**src/rtl/bcd2binary_seq.sv**
```systemverilog
// Sequential BCD-to-binary converter using reverse double-dabble, one bit per clock.
// Illegal digits (>9) skip conversion and report through error with a done pulse.
module bcd2binary_seq #(
    parameter int DIGITS = 2,
    parameter int BIN_W  = 7
) (
    input  logic                clk,
    input  logic                rst,
    input  logic                start,
    input  logic [4*DIGITS-1:0] bcd_in,
    output logic [BIN_W-1:0]    binary_out,
    output logic                busy,
    output logic                done,
    output logic                error
);
    localparam int BCD_W = 4 * DIGITS;
    localparam int CNT_W = (BIN_W > 1) ? $clog2(BIN_W) : 1;
    localparam logic [CNT_W-1:0] LAST_ITER = CNT_W'(BIN_W - 1);

    function automatic longint pow10(input int n);
        longint r;
        r = 1;
        for (int i = 0; i < n; i++) r = r * 10;
        return r;
    endfunction

    if ((64'd1 << BIN_W) < pow10(DIGITS)) begin : g_width_check
        $error("BIN_W too small to hold the largest DIGITS-digit BCD value");
    end

    typedef enum logic [1:0] {IDLE, CONVERT, FINISH} state_t;

    state_t           state_q, state_d;
    logic [CNT_W-1:0] cnt_q, cnt_d;
    logic [BCD_W-1:0] bcd_q, bcd_d, bcd_shift;
    logic [BIN_W-1:0] bin_q, bin_d, bin_shift;
    logic [BIN_W-1:0] out_q, out_d;
    logic             err_q, err_d;
    logic             bad_digit;

    // A digit is >= 8 exactly when its top bit is set; each digit is corrected independently.
    function automatic logic [BCD_W-1:0] correct_digits(input logic [BCD_W-1:0] v);
        logic [BCD_W-1:0] r;
        r = v;
        for (int i = 0; i < DIGITS; i++) begin
            if (v[4*i+3]) r[4*i +: 4] = v[4*i +: 4] - 4'd3;
        end
        return r;
    endfunction

    always_comb begin
        bad_digit = 1'b0;
        for (int i = 0; i < DIGITS; i++) begin
            if (bcd_in[4*i +: 4] > 4'd9) bad_digit = 1'b1;
        end
    end

    assign bin_shift = {bcd_q[0], bin_q[BIN_W-1:1]};
    assign bcd_shift = correct_digits({1'b0, bcd_q[BCD_W-1:1]});

    always_comb begin
        state_d = state_q;
        cnt_d   = cnt_q;
        bcd_d   = bcd_q;
        bin_d   = bin_q;
        out_d   = out_q;
        err_d   = err_q;
        unique case (state_q)
            IDLE: begin
                if (start) begin
                    if (bad_digit) begin
                        err_d   = 1'b1;
                        state_d = FINISH;
                    end else begin
                        bcd_d   = bcd_in;
                        bin_d   = '0;
                        cnt_d   = '0;
                        err_d   = 1'b0;
                        state_d = CONVERT;
                    end
                end
            end
            CONVERT: begin
                bcd_d = bcd_shift;
                bin_d = bin_shift;
                cnt_d = cnt_q + CNT_W'(1);
                if (cnt_q == LAST_ITER) begin
                    out_d   = bin_shift;
                    state_d = FINISH;
                end
            end
            FINISH: state_d = IDLE;
            default: state_d = IDLE;
        endcase
    end

    always_ff @(posedge clk) begin
        if (rst) begin
            state_q <= IDLE;
            cnt_q   <= '0;
            bcd_q   <= '0;
            bin_q   <= '0;
            out_q   <= '0;
            err_q   <= 1'b0;
        end else begin
            state_q <= state_d;
            cnt_q   <= cnt_d;
            bcd_q   <= bcd_d;
            bin_q   <= bin_d;
            out_q   <= out_d;
            err_q   <= err_d;
        end
    end

    assign binary_out = out_q;
    assign error      = err_q;
    assign busy       = (state_q != IDLE);
    assign done       = (state_q == FINISH);
endmodule

```
**config.mk**
```make
export PLATFORM = sky130hd
export DESIGN_NAME = bcd2binary_seq
export DESIGN_NICKNAME = d
export VERILOG_FILES = /design/src/rtl/bcd2binary_seq.sv
export SDC_FILE = /design/constraint.sdc
export NUM_CORES = 1
export LEC_CHECK = 0
export ABC_AREA = 0
export ABC_CLOCK_PERIOD_IN_PS = 3200
export CAP_MARGIN = 40
export CORE_MARGIN = 1
export CORE_UTILIZATION = 45
export CTS_BUF_LIST = sky130_fd_sc_hd__clkbuf_2
export DETAILED_ROUTE_END_ITERATION = 6
export GPL_ROUTABILITY_DRIVEN = 0
export GPL_TIMING_DRIVEN = 0
export PLACE_DENSITY = 0.7
export SYNTH_ARGS = -nofsm -noshare
export SYNTH_HDL_FRONTEND = slang
export SYNTH_SLANG_ARGS = --single-unit
```
**constraint.sdc**
```tcl
create_clock -name clk -period 3.2 [get_ports clk]
set_input_delay 0.64 -clock clk [delete_from_list [all_inputs] [get_ports clk]]
set_output_delay 0.64 -clock clk [all_outputs]
set_load 0.005 [all_outputs]
```
* Word-level counts from Yosys, hierarchy flattened
Cells that the tools add are included.
** Storage, ports and cells
- Flip-flop bits (word level) :: 28
- Word-level logic and storage cells :: 40
- Bits of input ports :: 11
** Cells by class
- Order comparisons :: 2
- $add $sub $neg :: 2
- Reductions and logical operators :: 7
- Equal/unequal tests :: 6
- Mux-type cells :: 17
** Operator list (count)
- $mux 8 :: 2
- $pmux 8 s2 :: 1
- $mux 7 :: 2
- $pmux 7 s2 :: 1
- $gt 4x4->1 const B :: 2
- $mux 2 :: 3
- $mux 3 :: 2
- $ne 2x2->1 const B :: 3
- $pmux 3 s2 :: 1
- $reduce_and 2->1 :: 3
- $mux 4 :: 1
- $pmux 2 s2 :: 1
- $reduce_bool 2->1 :: 2
- $sub 4x2->4 const B :: 1
- $add 3x1->3 const B :: 1
- $eq 3x3->1 const B :: 1
- $mux 1 :: 3
- $reduce_and 3->1 :: 1
- $eq 2x1->1 const B :: 1
- $eq 2x2->1 const B :: 1
- $logic_not 2->1 :: 1

* Longest topological paths before layout
- Word-level depth :: 6
- Gate-level depth with buffers :: 6
- Gate-level depth less buffers :: 6

* Least setup slack after synthesis
No wires, ideal clock.
- Path type :: input-to-reg
- From :: in bcd_in[1]
- To :: reg bcd_q[7]
- Required time :: 3.072 ns
- Setup time :: 0.128 ns
- Arrival time :: 1.500 ns
- Cell stages on the path :: 5
- Path slack :: 1.572 ns
- Cells stage by stage :: o21ai_1 a41oi_1 buf_4 a22oi_1 nor2_1
** On the way
- Longest elaborated chain between the ends :: 5
** RTL lines
- from (decl) :: RTL line 10 : input logic [4*DIGITS-1:0] bcd_in,
- $gt 4x4->1 :: RTL line 54 : if (bcd_in[4*i +: 4] > 4'd9) bad_digit = 1'b1;
- $mux 1 (2 in a row) :: RTL line 54
- $ne 2x2->1 (no source line)
- $reduce_and 3->1 (no source line)
- to (signal assigned) :: RTL line 101 : bcd_q <= '0;
- to (signal assigned) :: RTL line 108 : bcd_q <= bcd_d;
- to (decl) :: RTL line 35 : logic [BCD_W-1:0] bcd_q, bcd_d, bcd_shift;
Every way passes these cells.
A chain may end at the register's enable or synchronous reset.

* Final worst setup path
- From :: reg state_q[1]
- To :: out done
** On the way
- Longest elaborated chain between the ends :: 1
** RTL lines
- from (decl) :: RTL line 33 : state_t state_q, state_d;
- from (signal assigned) :: RTL line 106 : state_q <= state_d;
- $eq 2x2->1 :: RTL line 118 : assign done = (state_q == FINISH);
- to (decl) :: RTL line 13 : output logic done,
Every way passes these cells.

==> results_dict.tcl <==
set metrics [dict create \
    core_area_um2 2500 \
    grt_usage_pct 19.9 \
    finalSetupViolCount 0 \
    cts_resized 0 \
    route.vias.total 1023 \
    multiInputGateArea_um2 604 \
    holdCritStartpoint "binary_out[2]$_SDFFE_PP0P_" \
    met1_length_um 1260 \
    cts_setup_buffers 0 \
    fmax_ghz 0.449 \
    drt_iter0_drc 17 \
    grt_max_degree 17 \
    p_leak_nw 0.515 \
    post_drt_wl_per_cell_um 13.2 \
    drv_cap 0 \
    die_area_um2 2890 \
    io_buffers 19 \
    clk_pin_slew_ps 270 \
    insertion_delay_ps 370 \
    finalClockSkew_ps 15.0 \
    ir_drop_mv 0.360 \
    area_delta_synth_final_pct 20.7 \
    ys.flop_type "dfxtp_1" \
    yosysMostFrequentCell "dfxtp_1" \
    layout.nets 174 \
    path_max_fanout 5 \
    cts.path.max_buffers 2 \
    drt_pass1_iterations 4 \
    fin_crit_ps 2230 \
    crit_type "flop to primary output" \
    synth_nets 150 \
    avgSynthCellArea_um2 8.88 \
    yosys-top-cells-area "dfxtp_1, nand2_1, a21oi_1, a311oi_2, a22oi_1" \
    synth_edf_count 0 \
    hold_slack_ps 475 \
    critPathRequiredTime_ps 2560 \
    worstSetupEndpointType "primary output" \
    initial_utilization_pct 48.3 \
    synth_cell_types 29 \
    start_kind "flop" \
    rows 18 \
    finalSetupTns_ps 0 \
    dp_hpwl_um 1780 \
    slew_headroom_pct 65.1 \
    cp-startpoint "state_q[1]$_SDFFE_PP0P_" \
    grt_pass1_vias 900 \
    seqCellArea_um2 541 \
    synthCells 136 \
    worst_pin_slew_ps 523 \
    drive_gt1_share_pct 11.9 \
    status "finished clean" \
    post-route-period-util_pct 69.6 \
    cts_buffers 3 \
    drc 0 \
    antenna_found_initial 0 \
    powerDensity_nw_per_um2 422 \
    max_stage_delay_ps 510 \
    slowest_stage "clkdlybuf4s50_1" \
    cts-root-buf "clkbuf_2" \
    final_max_slew_viol_count 0 \
    die_h_um 53.8 \
    wl_met2_um 1120 \
    synth_commonest_cells "dfxtp_1, nand2_1, a21oi_1" \
    async_reset_ff_share_pct 0 \
    wirelength_um 2490 \
    grt_pass1_wl_um 4130 \
    via_per_inst 5.41 \
    cts_tree "built" \
    finalHoldViolCount 0 \
    synth_warnings 0 \
    synth_area_um2 1210 \
    top_layer "met4" \
    critical_path_arrival_ps 1590 \
    io_pins 21 \
    fill_cells 236 \
    clock_sinks 27 \
    ant_nets 0 \
    yosysSeqAreaShare_pct 44.8 \
    htreeDepth 1 \
    critical_path.cell_chain "inv_1 -> nor2_1 -> clkdlybuf4s50_1" \
    synth_top_area_cell "dfxtp_1" \
    rsz0062_at_grt "no" \
    post-route-util_pct 58.3 \
    n_antenna_cell 0 \
    cts_hold_buf 0 \
    overflow 0 \
    rr_startpoint "state_q[0]$_SDFFE_PP0P_" \
    synth_top_area_share_pct 44.8 \
    die_w_um 53.8 \
    ys_ff_latch 27 \
    hold_class "flop to flop" \
    wl_met3_um 96 \
]
==> critical path: cells and delay by family (launching register included) <==
family / cells / cell delay, ps
buffers and inverters: 2 / 630
flip-flops: 1 / 480
AND/OR/NAND/NOR: 1 / 130
==> per-layer routing <==
metal	global-route usage, %	up-vias
li1	-	525
met5	0	-
met1	27.3	480
met4	4.82	0
met2	30.9	16
met3	5.08	2
==> worst paths after layout <==
path / depth (start not counted) / slack [ps] / to
setup / recovery: 3 / 970 / done
hold / removal: 2 / 480 / binary_out[2]$_SDFFE_PP0P_
setup reg to reg: 6 / 1760 / bcd_q[7]$_SDFFE_PP0P_
hold reg to reg: 2 / 480 / binary_out[2]$_SDFFE_PP0P_
==> layout by cell type (no fill, tap or decap) <==
| master | count |
|---|---|
| clkbuf_1 | 3 |
| a41oi_1 | 1 |
| o21ai_1 | 2 |
| buf_2 | 2 |
| a41o_1 | 1 |
| a22oi_1 | 7 |
| a31oi_1 | 2 |
| inv_1 | 3 |
| nor2_2 | 4 |
| dfxtp_1 | 27 |
| nand2b_1 | 3 |
| a311oi_2 | 4 |
| or2b_1 | 1 |
| nand4_1 | 2 |
| a221oi_2 | 1 |
| a21oi_1 | 14 |
| buf_4 | 1 |
| nor2_1 | 12 |
| nor3_1 | 3 |
| and4_1 | 1 |
| ha_1 | 3 |
| a211oi_1 | 1 |
| clkbuf_2 | 3 |
| clkinvlp_4 | 1 |
| nand3_1 | 1 |
| buf_6 | 2 |
| nand2_1 | 26 |
| nor2b_4 | 1 |
| xnor2_1 | 3 |
| o211ai_1 | 2 |
| clkdlybuf4s50_1 | 19 |
| mux2i_1 | 3 |
==> through the flow <==
stage	setup slack, ps	cells	total power, mW	cell area, um2
2_1_floorplan	1570	136	0.449	1210
6_report	972	189	0.615	1460
4_1_cts	943	189	0.621	1460
3_5_place_dp	916	185	0.486	1440
3_3_place_gp	937	185	0.484	1440
5_1_grt	862	189	0.651	1460
==> state kept, by name (all words and copies together) (netlist names) <==
register and count:
bcd_q 8, bin_q 6, error 1, state_q 2, cnt_q 3, binary_out 7
==> where the power goes <==
group          internal [mW]  switching (mW)  leakage, nW
registers              0.352          0.0140        0.219
logic                 0.0558          0.0585        0.283
clock network         0.0290           0.106       0.0126
total                  0.437           0.178        0.515
==> cell type report <==
cell class / instances / area share, %
clock inverters: 1 / 0.515
flip-flops and latches: 27 / 37.1
repair buffers: 19 / 13.0
inverters: 3 / 0.773
plain buffers: 8 / 3.52
well taps: 30 / 2.58
clock buffers: 3 / 1.03
multi-input cells: 98 / 41.5
==> kinds of logic (layout without fill, tap and decap cells) <==
family          after synthesis  count (layout)  synth area share (%)
mux                           3               3                  2.49
flops                        27              27                  44.8
xor+xnor                      3               3                  2.18
buf+inv                      11              34                  5.18
compound gates               35              35                  21.7
simple gates                 54              54                  20.6
fa+ha+maj                     3               3                  3.11
No activity file was read; power rests on OpenSTA's default activity.
